[src/rtl/fifo_ctrl.sv]
// fifo_ctrl: pointer/count/flag controller for a single-clock FIFO whose
// storage lives outside this block.
//
// Ports:
//   clk          - single clock, all state updates on the rising edge
//   reset        - synchronous active-high reset, overrides everything else
//   wr           - push request
//   rd           - pop request (consumes the entry at r_addr)
//   clr_err      - clears the sticky overflow/underflow flags
//   we           - storage write enable (an accepted push this cycle)
//   w_addr       - storage write address (write pointer)
//   r_addr       - storage read address (read pointer, head of queue)
//   full/empty   - registered occupancy flags, aligned with count
//   almost_full  - count >= AF_LEVEL
//   almost_empty - count <= AE_LEVEL
//   count        - current occupancy, 0..2**ADDR_WIDTH
//   overflow     - sticky: push attempted while full without a pop
//   underflow    - sticky: pop attempted while empty
module fifo_ctrl #(
  parameter int ADDR_WIDTH = 7,
  parameter int AF_LEVEL   = 120,
  parameter int AE_LEVEL   = 8
) (
  input  logic                  clk,
  input  logic                  reset,
  input  logic                  wr,
  input  logic                  rd,
  input  logic                  clr_err,
  output logic                  we,
  output logic [ADDR_WIDTH-1:0] w_addr,
  output logic [ADDR_WIDTH-1:0] r_addr,
  output logic                  full,
  output logic                  empty,
  output logic                  almost_full,
  output logic                  almost_empty,
  output logic [ADDR_WIDTH:0]   count,
  output logic                  overflow,
  output logic                  underflow
);

  localparam int DEPTH = 2 ** ADDR_WIDTH;
  localparam logic [ADDR_WIDTH:0]   DEPTH_C = (ADDR_WIDTH + 1)'(DEPTH);
  localparam logic [ADDR_WIDTH:0]   AF_C    = (ADDR_WIDTH + 1)'(AF_LEVEL);
  localparam logic [ADDR_WIDTH:0]   AE_C    = (ADDR_WIDTH + 1)'(AE_LEVEL);
  localparam logic [ADDR_WIDTH-1:0] PTR_ONE = 1;
  localparam logic [ADDR_WIDTH:0]   CNT_ONE = 1;

  logic [ADDR_WIDTH-1:0] wptr_q, wptr_d;
  logic [ADDR_WIDTH-1:0] rptr_q, rptr_d;
  logic [ADDR_WIDTH:0]   count_q, count_d;
  logic                  full_q, full_d;
  logic                  empty_q, empty_d;
  logic                  ovf_q, ovf_d;
  logic                  unf_q, unf_d;
  logic                  push_ok;
  logic                  pop_ok;

  // A push into a full FIFO is still accepted when a pop frees the head slot
  // in the same cycle; a pop from an empty FIFO never is.
  assign push_ok = wr & (~full_q | rd);
  assign pop_ok  = rd & ~empty_q;

  always_comb begin
    wptr_d  = wptr_q;
    rptr_d  = rptr_q;
    count_d = count_q;

    // Pointers wrap naturally at 2**ADDR_WIDTH.
    if (push_ok) wptr_d = wptr_q + PTR_ONE;
    if (pop_ok)  rptr_d = rptr_q + PTR_ONE;

    unique case ({push_ok, pop_ok})
      2'b10:   count_d = count_q + CNT_ONE;
      2'b01:   count_d = count_q - CNT_ONE;
      default: count_d = count_q;
    endcase

    // Flags are computed from the next count so they change in the same
    // cycle as count itself.
    full_d  = (count_d == DEPTH_C);
    empty_d = (count_d == '0);

    // A new error wins over a simultaneous clear.
    ovf_d = (ovf_q & ~clr_err) | (wr & full_q & ~rd);
    unf_d = (unf_q & ~clr_err) | (rd & empty_q);
  end

  always_ff @(posedge clk) begin
    if (reset) begin
      wptr_q  <= '0;
      rptr_q  <= '0;
      count_q <= '0;
      full_q  <= 1'b0;
      empty_q <= 1'b1;
      ovf_q   <= 1'b0;
      unf_q   <= 1'b0;
    end else begin
      wptr_q  <= wptr_d;
      rptr_q  <= rptr_d;
      count_q <= count_d;
      full_q  <= full_d;
      empty_q <= empty_d;
      ovf_q   <= ovf_d;
      unf_q   <= unf_d;
    end
  end

  // Storage must not be written in a reset cycle, the push is discarded.
  assign we           = push_ok & ~reset;
  assign w_addr       = wptr_q;
  assign r_addr       = rptr_q;
  assign count        = count_q;
  assign full         = full_q;
  assign empty        = empty_q;
  assign overflow     = ovf_q;
  assign underflow    = unf_q;
  assign almost_full  = (count_q >= AF_C);
  assign almost_empty = (count_q <= AE_C);

endmodule

[config.mk]
export PLATFORM = sky130hd
export DESIGN_NAME = fifo_ctrl
export DESIGN_NICKNAME = d
export VERILOG_FILES = /design/src/rtl/fifo_ctrl.sv
export SDC_FILE = /design/constraint.sdc
export NUM_CORES = 1
export LEC_CHECK = 0
export ABC_AREA = 1
export BUFFER_PORTS_ARGS = -buffer_cell sky130_fd_sc_hd__buf_2
export CORE_MARGIN = 5
export CORE_UTILIZATION = 50
export CTS_CLUSTER_DIAMETER = 150
export DETAILED_ROUTE_END_ITERATION = 12
export PLACE_DENSITY = 0.8
export SYNTH_ARGS = -nofsm -noshare
export SYNTH_HDL_FRONTEND = slang
export SYNTH_SLANG_ARGS = --single-unit
[constraint.sdc]
create_clock -name clk -period 4.3 [get_ports clk]
set_input_delay 0.645 -clock clk [delete_from_list [all_inputs] [get_ports clk]]
set_output_delay 0.645 -clock clk [all_outputs]
set_load 0.1 [all_outputs]
==> results of run 1 <==
power groups by stage:
stage	clock (mW)	combinational, mW	sequential [mW]
after floorplan	0	0.285	0.512
after global placement	0	0.560	0.312
after detailed placement	0	0.564	0.312
after CTS	0.173	0.565	0.306
after global routing	0.183	0.610	0.313
final	0.168	0.563	0.306
cells by family after synthesis:
group	synth area share, %
XOR/XNOR	1.07
AND/OR/NAND/NOR	41.4
flip-flops	31.8
buffers and inverters	12.5
adder cells (fa/ha/maj)	3.06
AO/OA/AOI/OAI	10.2
metrics by stage:
step	power, mW	worst slack (ps)
floorplan	0.797	542
global placement	0.872	1340
detailed placement	0.876	1340
CTS	1.05	1690
global route	1.11	1450
finish	1.04	1640
worst max-delay path, cell delays in order:
cell     delay [ps]
buf_2           110
inv_1           330
nand3_1         480
nand2_1         160
nand2_1         110
ha_1            190
a21oi_1         150
inv_1           100
nand2_1         100
nand3_1          70
nand3_1          80
o21ai_1         110
nor2_2          140
nand2_1          70
nor2_2           70
state kept, by name, summed over array words and instances (netlist names):
register / count
count: 8
r_addr: 7
w_addr: 7
empty: 1
full: 1
overflow: 1
underflow: 1
how the worst max path moves through the flow:
| stage | startpoint | to | slack [ps] | cells past startpoint |
|---|---|---|---|---|
| finish | wr | full | 1640 | 15 |
| global placement | wr | empty | 1340 | 16 |
| global route | wr | full | 1450 | 15 |
| floorplan | count[5] | almost_full | 540 | 2 |
| detailed placement | wr | empty | 1340 | 16 |
| CTS | wr | full | 1690 | 15 |
layer usage:
| metal | GRT usage (%) | vias to the layer above |
|---|---|---|
| li1 | - | 864 |
| met1 | 23.2 | 711 |
| met2 | 29.1 | 47 |
| met3 | 3.33 | 10 |
| met4 | 9.37 | 0 |
| met5 | 0 | - |
cell type report:
cell class                 count  area [um2]
tap                           44        55.1
multi-input combinational    180         920
inverter                      40         150
fill                         335        1240
sequential                    26         520
clock buffer                   3        22.5
clock inverter                 1        30.0
timing repair buffer          33         165
cell usage after synthesis:
library cell  number  share of area [%]
a21oi_1           16                4.9
a21oi_4            1               0.99
a31oi_1            1               0.38
and3_1             2               0.76
buf_2              2               0.61
buf_6              2                1.4
buf_8              1               0.92
clkbuf_1           2               0.46
clkinv_1           1               0.23
dfxtp_1           26                 32
ha_1               4                3.1
inv_1             35                8.0
inv_2              4               0.92
nand2_1           66                 15
nand2_2            7                2.7
nand3_1           20                6.1
nand3_2            7                4.3
nand3b_1           1               0.46
nand4_1            2               0.76
nor2_1            23                5.3
nor2_2             5                1.9
nor2_4             1               0.69
nor3_1             8                2.4
nor3b_1            2               0.92
o21ai_0            9                2.7
o21ai_1            2               0.61
o41ai_1            1               0.53
xnor2_1            1               0.53
xor2_1             1               0.53
==> out/metrics.csv, run 1 <==
metric;value;unit
# hold bufs at CTS;0;
Synth Register Bits;26;
synthesized area per cell;6.47;um2
CTS root buffer;clkbuf_4;
hold path startpoint;r_addr[6];
Core Area;0.00310;mm2
Max-Slew Margin vs Limit;67.8;%
max-slew violations;0;
WHS Endpoint;r_addr[6];
met3 WL;183;um
Top Ports;34;
Max Fanout on Critical Path;11;
highest routed layer;met4;
commonest non-fill, non-tap cell in the layout;nand2_1;
die area;0.00452;mm2
Worst IR Drop VDD;0.264;mV
Switch Pwr;0.557;mW
port bufs;33;
status;finished, final reports clean;
clock power share;16.2;%
DP Area;0.00181;mm2
initial antenna violation count;0;
hold path cells;2;
Internal Power;0.480;mW
placed cell count;323;
synthesis-to-layout area growth;13.8;%
WL met2;1.69;mm
initial core utilization;52.8;%
H-tree levels;1;
Fin Hold WS;472;ps
vias;1632;
largest net degree at the start of global routing;18;
reg2reg setup slack;2050;ps
critical setup path kind;in2reg;
Final Hold Vio Count;0;
max_cap viols;0;
Cell Rows;20;
share of layout cells above drive strength 1;22.3;%
gpl congestion;0.897;
Metal-1 WL;1.69;mm
cts bufs inserted;3;
period utilization;61.9;%
crit end category;flip-flop;
Setup TNS Final;0;ps
diode count;0;
sequential area share after synthesis;31.8;%
Final setup viols;0;
Total Routing Usage GR;18.2;%
Max clock buf depth;2;
syn_nets;262;
DIE WIDTH;67.2;um
DRT Pass-1 Iters;4;
Num Clock Sinks;26;
Post-Layout Inst Area;0.00186;mm2
WL final;3.64;mm
Synth cell types;29;
worst r2r src;empty;
Clk pin slew, worst setup/hold paths;130;ps
Sw Ratio;53.7;%
Comb power frac;54.3;%
Pwr Density;557;mW/mm2
die height;67.2;um
Avg WL per Cell;11.1;um
PostCTS Resize Cnt;0;
detailed-placement wirelength estimate;2.94;mm
R2R Path End;full;
global-route wire length before repair;6.39;mm
Clock Latency Late Sink;330;ps
fin util;60.0;%
min Tclk post-route;2660;ps
antenna-violating nets left;0;
unrepaired setup endpoints after global routing;no;
Worst Tran Pin Value;482;ps
CP arrival;2930;ps
CTS tree;built;
Final #Nets;293;
skew final;13.9;ps
Final Non-Filler Cells;327;
GRT Residual Overflow;0;
vias per std cell;4.99;
Reg power frac;29.5;%
most frequent cells in the layout;nand2_1 (66), inv_1 (35), buf_2 (33);
synthesized instance count;253;
type of the tightest min-delay check;reg2reg;
worst reg-to-reg path cell count;14;
P_leak;0.962;nW
DR iter-0 viols;147;
upper clock frequency limit;376;MHz
Synth warnings;0;
# Post-CTS Setup Buffers;0;
number of remaining DRC errors;0;
vias in the first global route;1490;
Worst Setup Start Kind;input pin;
post-synthesis cell area;0.00164;mm2
Required @ worst endpoint;4570;ps
No activity file was read; power rests on OpenSTA's default activity.
==> run 2: changes to the inputs <==
--- a/config.mk
+++ b/config.mk
@@ -5,7 +5,7 @@
 export SDC_FILE = /design/constraint.sdc
 export NUM_CORES = 1
 export LEC_CHECK = 0
-export ABC_AREA = 1
+export ABC_AREA = 0
 export BUFFER_PORTS_ARGS = -buffer_cell sky130_fd_sc_hd__buf_2
 export CORE_MARGIN = 5
 export CORE_UTILIZATION = 50
==> constraint.sdc (replaced) <==
create_clock -name clk -period 2.6 [get_ports clk]
set_input_delay 0.39 -clock clk [delete_from_list [all_inputs] [get_ports clk]]
set_output_delay 0.39 -clock clk [all_outputs]
set_load 0.1 [all_outputs]
==> run 2 against run 1 <==
Die area down 4.8%. Final cell count is 20% lower. Flip-flop and latch count stayed put. Largest power group unchanged. Critical path type is now reg2reg. Clock skew shrank 12 ps. Worst hold slack got worse by 170 ps. Clock power increased by 47%. Core utilization is 4.8 points higher. Total power is 48% higher. Register-to-register slack worse by 2000 ps. Critical path depth decreased by 6. Synthesized cell count decreased by 26%.
==> out/metrics.csv, run 2 <==
metric;value;unit;change
upper clock frequency limit;395;MHz;
Reg power frac;33.1;%;+3.6 points
Sw Ratio;48.2;%;-5.5 points
port bufs;33;;unchanged
Final #Nets;238;;-19%
initial core utilization;51.5;%;-1.3 points
# hold bufs at CTS;0;;unchanged
fillers;256;;-24%
vias in the first global route;1318;;-12%
Clk pin slew, worst setup/hold paths;140;ps;about the same
syn_nets;197;;-25%
vias;1486;;-8.9%
global-route wire length before repair;5.98;mm;-6.4%
Pwr Density;786;mW/mm2;+41%
Worst Tran Pin Value;502;ps;+20.0 ps
Synth Area in Adders;3.24;%;+0.18 points
synth top area cells;dfxtp_1 (34%), a21oi_1 (5.2%), nor2_1 (5.1%), xor2_1 (5.1%), xnor2_1 (4.5%);;
ys async rst share;0;%;unchanged
reg2reg setup slack;70;ps;-1980 ps
highest routed layer;met4;;
vias per std cell;5.69;;+14%
Max Fanout on Critical Path;5;;-6
met3 WL;244;um;+33%
share of the synthesized area in the top cell type;33.7;%;+1.9 points
Switch Pwr;0.738;mW;+33%
skew final;1.65;ps;-12.2 ps
post-synthesis cell area;0.00155;mm2;-5.7%
sequential area share after synthesis;33.7;%;+1.9 points
number of remaining DRC errors;0;;unchanged
H-tree levels;1;;unchanged
WL met2;1.91;mm;+13%
Metal-1 WL;1.60;mm;-5.5%
max reg flops;8;;unchanged
DR iter-0 viols;78;;-47%
cts bufs inserted;3;;unchanged
Crit path largest cell delay;430;ps;-50 ps
WL final;3.81;mm;+4.7%
top cells by instance count after synthesis;dfxtp_1 (26), nor2_1 (21), a21oi_1 (16), nand2_1 (14);;
Core Area;0.00300;mm2;-3.2%
min Tclk post-route;2530;ps;
Post-Synth XOR/XNOR Area;9.64;%;+8.6 points
GRT Residual Overflow;0;;unchanged
Fin Hold WS;302;ps;-170 ps
Main synth FF type;dfxtp_1;;
largest family of logic cells by synthesized area;simple AND/OR/NAND/NOR gates;;
CP arrival;2780;ps;-150 ps
Internal Power;0.793;mW;+65%
die height;65.6;um;-2.4%
initial antenna violation count;0;;unchanged
Required @ worst endpoint;2850;ps;-1720 ps
status;finished, final reports clean;;
crit path cell chain;or3b_1 > xnor2_1 > ha_2 > or4_1 > mux2_2 > o32ai_4 > xnor2_2 > nand2_2 > o41ai_2;;
max_cap viols;0;;unchanged
synthesized area per cell;8.22;um2;+27%
number of synthesized flops with an enable pin;0;;unchanged
CTS tree;built;;
max-slew violations;0;;unchanged
most frequent cell after synthesis;dfxtp_1;;
detailed-placement wirelength estimate;2.61;mm;-11%
Simple-Gate Fraction of Synth Area;29.3;%;-12 points
antenna-violating nets left;0;;unchanged
Synth warnings;0;;unchanged
Synth cell types;50;;+72%
Final setup viols;0;;unchanged
share of layout cells above drive strength 1;34.6;%;+12 points
Top Ports;34;;unchanged
Comb power frac;50.8;%;-3.5 points
Yosys top cell by area;dfxtp_1;;
period utilization;97.4;%;
Clock Latency Late Sink;340;ps;about the same
Post-Layout Inst Area;0.00195;mm2;+4.5%
critical setup path kind;reg2reg;;
Num Clock Sinks;26;;unchanged
Final Hold Vio Count;0;;unchanged
largest net degree at the start of global routing;26;;+8
Max-Slew Margin vs Limit;66.8;%;-1.0 points
P_leak;0.850;nW;-12%
Worst Setup Start Kind;flip-flop;;
DRT Pass-1 Iters;4;;unchanged
commonest non-fill, non-tap cell in the layout;buf_2;;
synthesized instance count;188;;-26%
CTS root buffer;clkbuf_4;;
die area;0.00430;mm2;-4.8%
Synth Register Bits;26;;unchanged
post-synthesis mux area share;3.97;%;+4.0 points
Top reg by flops;count;;
clock power share;16.1;%;about the same
synthesis-to-layout area growth;26.0;%;
DP Area;0.00184;mm2;+1.7%
slowest CP cell;or4_1;;
Total Routing Usage GR;17.8;%;-0.41 points
Cell Rows;20;;unchanged
crit end category;flip-flop;;
Avg WL per Cell;14.6;um;+31%
most frequent cells in the layout;buf_2 (33), nor2_1 (21), dfxtp_1 (21);;
Synth Area in Compound Gates;14.7;%;+4.5 points
type of the tightest min-delay check;in2reg;;
Worst IR Drop VDD;0.421;mV;+59%
DIE WIDTH;65.6;um;-2.4%
gpl congestion;0.839;;-6.4%
diode count;0;;unchanged
Max clock buf depth;2;;unchanged
==> run 2: cell types whose count changed after synthesis, moves of 8 or more <==
| cell | previous run | this run |
|---|---|---|
| xor2_1 | 1 | 9 |
| nand3_1 | 20 | 3 |
| nand2_1 | 66 | 14 |
| inv_1 | 35 | 5 |
==> run 2: layer usage <==
metal | GRT usage [%] | vias up
met5 | 0 | -
met4 | 6.74 | 0
met3 | 3.76 | 7
met2 | 28.6 | 55
met1 | 23.2 | 680
li1 | - | 744
==> run 2: cell type report <==
class                           count  area [um2]  share of cell area, %
Multi-Input combinational cell    143        1010                   52.0
Inverter                            5        18.8                  0.964
Sequential cell                    26         534                   27.4
Tap cell                           33        41.3                   2.12
Timing Repair Buffer               50         293                   15.0
Clock buffer                        4        47.5                   2.44
==> run 2: worst max-delay path, delay by kind of cell (launching register included) <==
kind / cells / cell delay [ps]
AO/OA/AOI/OAI: 2 / 340
XOR/XNOR: 2 / 300
AND/OR/NAND/NOR: 3 / 910
flip-flops: 1 / 390
adder cells (fa/ha/maj): 1 / 190
multiplexers: 1 / 310
==> run 2: worst paths after layout <==
check                                from   endpoint  cells past startpoint
worst max-delay path                empty      empty                      9
worst min-delay path              clr_err  underflow                      3
worst max register to register      empty      empty                      9
worst min register to register  underflow  underflow                      2
==> run 2: logic make-up (layout without fill, tap and decap cells) <==
| group | count (synthesis) | count (layout) |
|---|---|---|
| AO/OA/AOI/OAI | 35 | 35 |
| XOR/XNOR | 17 | 17 |
| multiplexers | 6 | 6 |
| flip-flops | 26 | 26 |
| buffers and inverters | 19 | 59 |
| adder cells (fa/ha/maj) | 4 | 4 |
| AND/OR/NAND/NOR | 81 | 81 |
==> run 2: repair_timing <==
action | 4_1_cts | 5_1_grt
resized for setup | 0 | 8
setup endpoints to repair | 0 | 2
endpoints found under the hold margin | 0 | 0
buffers inserted | 0 | 1
==> run 2: power groups by stage <==
stage / Combinational (mW) / Sequential, mW / Clock (mW)
after CTS: 0.729 / 0.506 / 0.255
after floorplan: 0.364 / 0.724 / 0
after global placement: 0.709 / 0.514 / 0
after detailed placement: 0.721 / 0.514 / 0
after global routing: 0.833 / 0.514 / 0.273
final: 0.778 / 0.506 / 0.247
==> run 2: metrics by stage <==
step / total power [mW] / worst slack [ps] / util [%] / setup TNS [ps] / std cells
2_1_floorplan: 1.09 / -46.7 / - / -63.6 / 188
3_3_place_gp: 1.22 / 1.56 / 61.3 / 0 / 256
3_5_place_dp: 1.24 / -136 / 61.3 / -193 / 256
4_1_cts: 1.49 / 15.5 / 62.9 / 0 / 260
5_1_grt: 1.62 / -38.7 / 64.8 / -74.9 / 261
6_report: 1.53 / 68.9 / 64.8 / 0 / 261
